`config.mk`:
```
export PLATFORM = sky130hd
export DESIGN_NAME = osc_clk_div_gen
export DESIGN_NICKNAME = d
export VERILOG_FILES = /design/src/rtl/osc_clk_div_gen.sv
export SDC_FILE = /design/constraint.sdc
export NUM_CORES = 1
export LEC_CHECK = 0
export BUFFER_PORTS_ARGS = -buffer_cell sky130_fd_sc_hd__buf_2
export CAP_MARGIN = 20
export CORE_AREA = 2 2 64 127
export CTS_CLUSTER_SIZE = 30
export DETAILED_ROUTE_END_ITERATION = 6
export DIE_AREA = 0 0 66 129
export GPL_ROUTABILITY_DRIVEN = 0
export GPL_TIMING_DRIVEN = 1
export SLEW_MARGIN = 10
export SYNTH_ARGS = -nofsm -noshare
export SYNTH_HDL_FRONTEND = slang
export SYNTH_SLANG_ARGS = --single-unit
```
`constraint.sdc`:
```
create_clock -name clk -period 3.6 [get_ports clk]
set_input_delay 0.54 -clock clk [delete_from_list [all_inputs] [get_ports clk]]
set_output_delay 0.54 -clock clk [all_outputs]
set_load 0.05 [all_outputs]
```
`src/rtl/osc_clk_div_gen.sv`:
```
// osc_clk_div_gen: clock-enable / divided-clock generator on the oscillator output.
//
// After reset the block waits SETTLE_CYCLES oscillator cycles. It then raises ready.
// From that point it issues a one-cycle clk_en tick every D cycles and toggles div_q on
// each tick. The divide ratio can be changed through a shadow register. A new ratio only
// takes effect at a period boundary, so a period is never truncated part-way through.
//
// Optional feature: define OSC_DIV_STATS_EN to build a 16-bit wrapping tick counter.
// Without it, tick_count is tied to zero.
//
// Ports:
//   clk          in   oscillator output clock (HFCLKOUT)
//   rst_n        in   asynchronous active-low reset
//   en           in   run enable; low freezes the period counter and div_q
//   div_ratio    in   requested ratio D (0 and 1 both divide by 1)
//   div_load     in   level request to capture div_ratio into the shadow register
//   div_load_ack out  one-cycle pulse in the cycle the new ratio becomes active
//   ready        out  sticky high once the settle interval has elapsed
//   clk_en       out  one-cycle tick every D cycles while running
//   div_q        out  divided square wave, f_clk / (2*D)
//   tick_count   out  ticks since reset (OSC_DIV_STATS_EN only, else 0)

module osc_clk_div_gen #(
  parameter int unsigned DIV_W         = 8,
  parameter int unsigned SETTLE_CYCLES = 64,
  parameter int unsigned DEFAULT_DIV   = 4
) (
  input  logic             clk,
  input  logic             rst_n,
  input  logic             en,
  input  logic [DIV_W-1:0] div_ratio,
  input  logic             div_load,
  output logic             div_load_ack,
  output logic             ready,
  output logic             clk_en,
  output logic             div_q,
  output logic [15:0]      tick_count
);

  localparam int unsigned SettleW = (SETTLE_CYCLES > 1) ? $clog2(SETTLE_CYCLES) : 1;
  localparam logic [SettleW-1:0] SettleLast = SettleW'(SETTLE_CYCLES - 1);
  localparam logic [DIV_W-1:0]   DivReset   = DIV_W'(DEFAULT_DIV);

  typedef enum logic [0:0] {StSettle, StRun} state_e;

  state_e             state_q, state_d;
  logic [SettleW-1:0] settle_cnt_q, settle_cnt_d;
  logic [DIV_W-1:0]   cnt_q, cnt_d;
  logic [DIV_W-1:0]   active_q, active_d;
  logic [DIV_W-1:0]   shadow_q, shadow_d;
  logic               pending_q, pending_d;
  logic               ready_q, ready_d;
  logic               clk_en_q, clk_en_d;
  logic               div_q_q, div_q_d;
  logic               ack_q, ack_d;

  logic [DIV_W-1:0]   div_eff;
  logic               wrap;
  logic               apply;

  // A zero ratio behaves as divide-by-1.
  assign div_eff = (active_q == '0) ? DIV_W'(1) : active_q;
  assign wrap    = (cnt_q == div_eff - DIV_W'(1));

  always_comb begin
    state_d      = state_q;
    settle_cnt_d = settle_cnt_q;
    cnt_d        = cnt_q;
    active_d     = active_q;
    shadow_d     = shadow_q;
    pending_d    = pending_q;
    ready_d      = ready_q;
    clk_en_d     = 1'b0;
    div_q_d      = div_q_q;
    ack_d        = 1'b0;
    apply        = 1'b0;

    unique case (state_q)
      StSettle: begin
        // No counting happens yet, so a pending ratio can be taken immediately.
        apply = pending_q;
        if (settle_cnt_q == SettleLast) begin
          state_d = StRun;
          ready_d = 1'b1;
        end else begin
          settle_cnt_d = settle_cnt_q + SettleW'(1);
        end
      end
      StRun: begin
        if (en) begin
          if (wrap) begin
            cnt_d    = '0;
            clk_en_d = 1'b1;
            div_q_d  = ~div_q_q;
            apply    = pending_q;
          end else begin
            cnt_d = cnt_q + DIV_W'(1);
          end
        end else begin
          // Frozen: take a pending ratio now and restart the period from zero.
          apply = pending_q;
        end
      end
      default: state_d = StSettle;
    endcase

    if (apply) begin
      active_d  = shadow_q;
      cnt_d     = '0;
      pending_d = 1'b0;
      ack_d     = 1'b1;
    end

    // A request on the apply edge itself is kept pending for the next boundary.
    if (div_load) begin
      shadow_d  = div_ratio;
      pending_d = 1'b1;
    end
  end

  always_ff @(posedge clk or negedge rst_n) begin
    if (!rst_n) begin
      state_q      <= StSettle;
      settle_cnt_q <= '0;
      cnt_q        <= '0;
      active_q     <= DivReset;
      shadow_q     <= DivReset;
      pending_q    <= 1'b0;
      ready_q      <= 1'b0;
      clk_en_q     <= 1'b0;
      div_q_q      <= 1'b0;
      ack_q        <= 1'b0;
    end else begin
      state_q      <= state_d;
      settle_cnt_q <= settle_cnt_d;
      cnt_q        <= cnt_d;
      active_q     <= active_d;
      shadow_q     <= shadow_d;
      pending_q    <= pending_d;
      ready_q      <= ready_d;
      clk_en_q     <= clk_en_d;
      div_q_q      <= div_q_d;
      ack_q        <= ack_d;
    end
  end

  assign ready        = ready_q;
  assign clk_en       = clk_en_q;
  assign div_q        = div_q_q;
  assign div_load_ack = ack_q;

`ifdef OSC_DIV_STATS_EN
  logic [15:0] tick_count_q;

  // Counts on the edge that issues the tick, so it includes the tick currently showing.
  always_ff @(posedge clk or negedge rst_n) begin
    if (!rst_n) begin
      tick_count_q <= 16'h0000;
    end else if (clk_en_d) begin
      tick_count_q <= tick_count_q + 16'd1;
    end
  end

  assign tick_count = tick_count_q;
`else
  assign tick_count = 16'h0000;
`endif

endmodule

```
* After elaboration in Yosys (flattened, before gate mapping)
Cells that the tools add are included.
** Word-level totals
- Register bits :: 36
- Word-level logic and storage cells :: 42
** Cells by class
- Add/subtract/negate cells :: 3
- Eq/ne operators :: 2
- Multiplexer cells :: 16
- Bitwise gates (word level) :: 3
- Reductions and logical operators :: 8
** Operators with widths (number)
- $mux W8 :: 5
- $mux W1 :: 10
- $add A8 B1 Y8 const B :: 1
- $eq A8 B8 Y1 :: 1
- $logic_not A8 Y1 :: 1
- $sub A8 B1 Y8 const B :: 1
- $add A6 B1 Y6 const B :: 1
- $eq A6 B6 Y1 const B :: 1
- $reduce_and A2 Y1 :: 3
- $reduce_bool A2 Y1 :: 3
- $not A1 Y1 :: 3
- $reduce_and A3 Y1 :: 1
- $pmux W1 S2 :: 1

* Longest topological paths before layout
- Word-level depth :: 9
- Gate-level depth with buffers :: 11
- Gate-level depth less buffers :: 9

* Worst setup path before layout
No wires, ideal clock.
- Path kind :: reg2reg
- Start point :: register active_q[2]
- End point :: register active_q[0]
- Setup time :: 126 ps
- Arrival time :: 2589 ps
- Required time :: 3474 ps
- Setup slack :: 885 ps
- Cell stages (with the launch flop) :: 12
- Buffers on the path :: 2
- Cells stage by stage :: dfstp_2 > buf_2 > nor4_2 > a31oi_1 > ha_1 > xnor2_1 > a21oi_1 > o21ai_0 > a211o_4 > buf_6 > mux2i_1 > a311o_1
** Between the ends
- Longest elaborated chain between the ends :: 7
** RTL lines
- start: declaration :: line 49 : logic [DIV_W-1:0] active_q, active_d;
- start signal: assignment :: line 126 : active_q <= DivReset;
- start signal: assignment :: line 137 : active_q <= active_d;
- $logic_not A8 Y1 :: line 62 : assign div_eff = (active_q == '0) ? DIV_W'(1) : active_q;
- $mux W8 (*) :: line 62
- $sub A8 B1 Y8 (*) :: line 63 : assign wrap = (cnt_q == div_eff - DIV_W'(1));
- $eq A8 B8 Y1 (*) :: line 63
- $mux W1 (*) :: line 91 : if (wrap) begin
- $mux W1 (*) :: line 90 : if (en) begin
- $pmux W1 S2 (*) :: line 78 : unique case (state_q)
Every way passes the cells marked *; elsewhere a longest branch is shown, timed or not.
A chain may end at the register's enable or synchronous reset.

* Worst setup path in the final report
- Start point :: register active_q[3]
- End point :: register active_q[5]
The elaborated chain is that of the path after synthesis.

==> impl_metrics.env <==
export IMPL_drt_pass1_iterations=4
export IMPL_finalNonFillerCells=327
export IMPL_grt_pass1_vias=1606
export IMPL_synth_edf_count=0
export IMPL_rsz0062_at_grt="false"
export IMPL_min_period_ps=2950
export IMPL_cts_htree_levels=2
export IMPL_clk_path_buf_depth=2
export IMPL_whs_ps=338
export IMPL_critPathSlowestCell="dfrtp_1"
export IMPL_start_util_pct=29.3
export IMPL_netlist_instances=223
export IMPL_cts_root_buffer="clkbuf_16"
export IMPL_drv_slew=0
export IMPL_max_stage_delay_ps=490
export IMPL_drive_gt1_share_pct=18.0
export IMPL_setup_worst_path_class="flip-flop to flip-flop"
export IMPL_setup_viol=0
export IMPL_vias=1668
export IMPL_layout_nets=247
export IMPL_grt_max_degree=37
export IMPL_viasPerCell=5.10
export IMPL_synth_area_mm2=0.00221
export IMPL_antenna_found_initial=0
export IMPL_grt_overflow_total=0
export IMPL_fp_dieW_um=66
export IMPL_tightestPinTransition_ps=806
export IMPL_wl_mm=4.60
export IMPL_maxSlewHeadroom_pct=46.3
export IMPL_endpoint_kind="flip-flop"
export IMPL_critPathLaunchType="flip-flop"
export IMPL_ys_warn_count=0
export IMPL_cts_sinks=36
export IMPL_rows=45
export IMPL_p_per_area_mw_per_mm2=471
export IMPL_ctsResizeCount=0
export IMPL_ios=32
export IMPL_clk_pin_slew_ps=60
export IMPL_ant_nets=0
export IMPL_final_cell_area_mm2=0.00246
export IMPL_fin_skew_ps=6.03
export IMPL_post_route_util_pct=32.6
export IMPL_critical_path_top_delay_family="compound AO/OA/AOI/OAI gates"
export IMPL_postCtsHoldBufs=0
export IMPL_grt_first_pass_wirelength_mm=7.69
export IMPL_fmax_mhz=339
export IMPL_maxCapViolCount=0
export IMPL_cp_data_required_time_ps=3770
export IMPL_status="finished, final reports clean"
export IMPL_syn_area_per_cell_um2=9.91
export IMPL_area_growth_pct=11.1
export IMPL_die_h_um=129
export IMPL_dp_cells=319
export IMPL_io_buffers=15
export IMPL_cts_buffers_inserted=5
export IMPL_critPathArrivalTime_ps=3120
export IMPL_crit_buf_inv=0
export IMPL_drcViolationCount=0
export IMPL_setup_tns_final_ps=0
export IMPL_drtIter0Drc=51
export IMPL_leakage_uw=0.00108
export IMPL_antenna_cells=0
export IMPL_tritoncts="built"
export IMPL_hold_viol_final=0
export IMPL_ys_ff_latch=36
export IMPL_ys_types=43
export IMPL_post_cts_buffers=0
export IMPL_async_reset_ff_share_pct=100
export IMPL_path_cells="nor4_2 > a31oi_1 > ha_1 > xor2_1 > o21a_1 > nand3_1 > a221o_1 > a311o_1"
export IMPL_finalCritPeriodShare_pct=82.0
export IMPL_dpl_hpwl_mm=3.49
export IMPL_yosysSeqAreaShare_pct=40.9
export IMPL_peakVddDrop_mv=0.495
export IMPL_ys_flop_type="dfrtp_1"
export IMPL_wl_per_cell_um=14.1
export IMPL_hold_class="input port to asynchronous set/reset pin"
export IMPL_cp_max_fo=10
export IMPL_die_area_mm2=0.00851
export IMPL_coreArea_mm2=0.00754
export IMPL_grt_util_all_layers_pct=11.9
export IMPL_placed_cell_area_mm2=0.00228
export IMPL_clk_latency_ps=290
==> placed cells by master (no fill, tap or decap), types with 3 or more instances in the layout <==
cell type	count
nand3_1	8
and2_1	9
ha_1	3
dfrtp_1	34
nand4_1	9
xor2_1	7
mux2i_1	8
xnor2_1	6
nor2_1	6
nor3_1	8
and3_1	6
clkbuf_16	5
a22o_1	6
a311o_1	8
mux2_2	9
a21oi_1	9
conb_1	16
nand2_1	17
buf_2	15
a31oi_1	3
o21ai_0	11
inv_1	4
==> through the flow <==
| step | setup WS (ps) | power (uW) |
|---|---|---|
| floorplan | 885 | 637 |
| global placement | 768 | 656 |
| detailed placement | 674 | 661 |
| CTS | 665 | 1170 |
| global route | 420 | 1210 |
| finish | 650 | 1160 |
==> registers in the layout (all words and copies together) (netlist names) <==
register,flops
active_q,8
clk_en,1
cnt_q,8
div_load_ack,1
div_q,1
pending_q,1
ready,1
settle_cnt_q,6
shadow_q,8
state_q,1
==> layer usage <==
metal | track usage [%] | vias up | wire, um
met2 | 22.6 | 52 | 2670
met3 | 1.84 | 12 | 162
met1 | 11.5 | 802 | 1590
li1 | - | 802 | -
met4 | 7.44 | 0 | 172
met5 | 0 | - | 0
==> final cells by class <==
type                       count  area [um^2]
clock buffer                   5          125
multi-input combinational    168         1160
inverter                       4         15.0
tap                           94          118
clock inverter                 3         46.3
sequential                    36          903
timing repair buffer          17         90.1
fill                         811         5090
==> worst paths after layout <==
path | startpoint | to | slack, ps | depth (start not counted)
min in group clk | ready | ready | 470 | 1
max | active_q[3] | active_q[5] | 650 | 8
min | rst_n | settle_cnt_q[5] | 340 | 1
min reg2reg | ready | ready | 470 | 1
max reg2reg | active_q[3] | active_q[5] | 650 | 8
max in group asynchronous | rst_n | active_q[4] | 2740 | 1
==> power by group <==
group | switching (uW) | internal, uW
combinational | 119 | 70.2
sequential | 34.8 | 428
clock | 176 | 329
==> synth_stat cells, drive strengths merged (6+ instances only) <==
cell	count	area share, %
dfrtp	34	38
buf	21	7.1
nand2	17	2.9
o21ai	12	2.7
a21oi	9	2.0
and2	9	2.5
clkbuf	9	1.5
mux2	9	4.6
mux2i	9	4.2
nand4	9	2.5
nor3	9	2.5
a311o	8	3.6
nand3	8	1.8
xor2	7	2.8
a22o	6	2.4
and3	6	1.7
nor2	6	1.0
xnor2	6	2.4
==> worst reg2reg max path: stages (launching register included) <==
cell	delay, ps
dfrtp_1	490
nor4_2	420
a31oi_1	210
ha_1	340
xor2_1	140
o21a_1	300
nand3_1	280
a221o_1	380
a311o_1	260
==> cells by family (layout without fill, tap and decap cells) <==
kind of cell | after synthesis | in the layout | synth area share (%)
and+or+nand+nor | 70 | 70 | 17.4
AOI/OAI and AO/OA | 48 | 48 | 16.6
DFF | 36 | 36 | 40.9
buffers and inverters | 34 | 29 | 9.28
muxes | 18 | 18 | 8.83
xor gates and xnor gates | 13 | 13 | 5.15
adders and majority gates | 3 | 3 | 1.70
other | 1 | 16 | 0.170
Power figures use the tool's default switching activity.
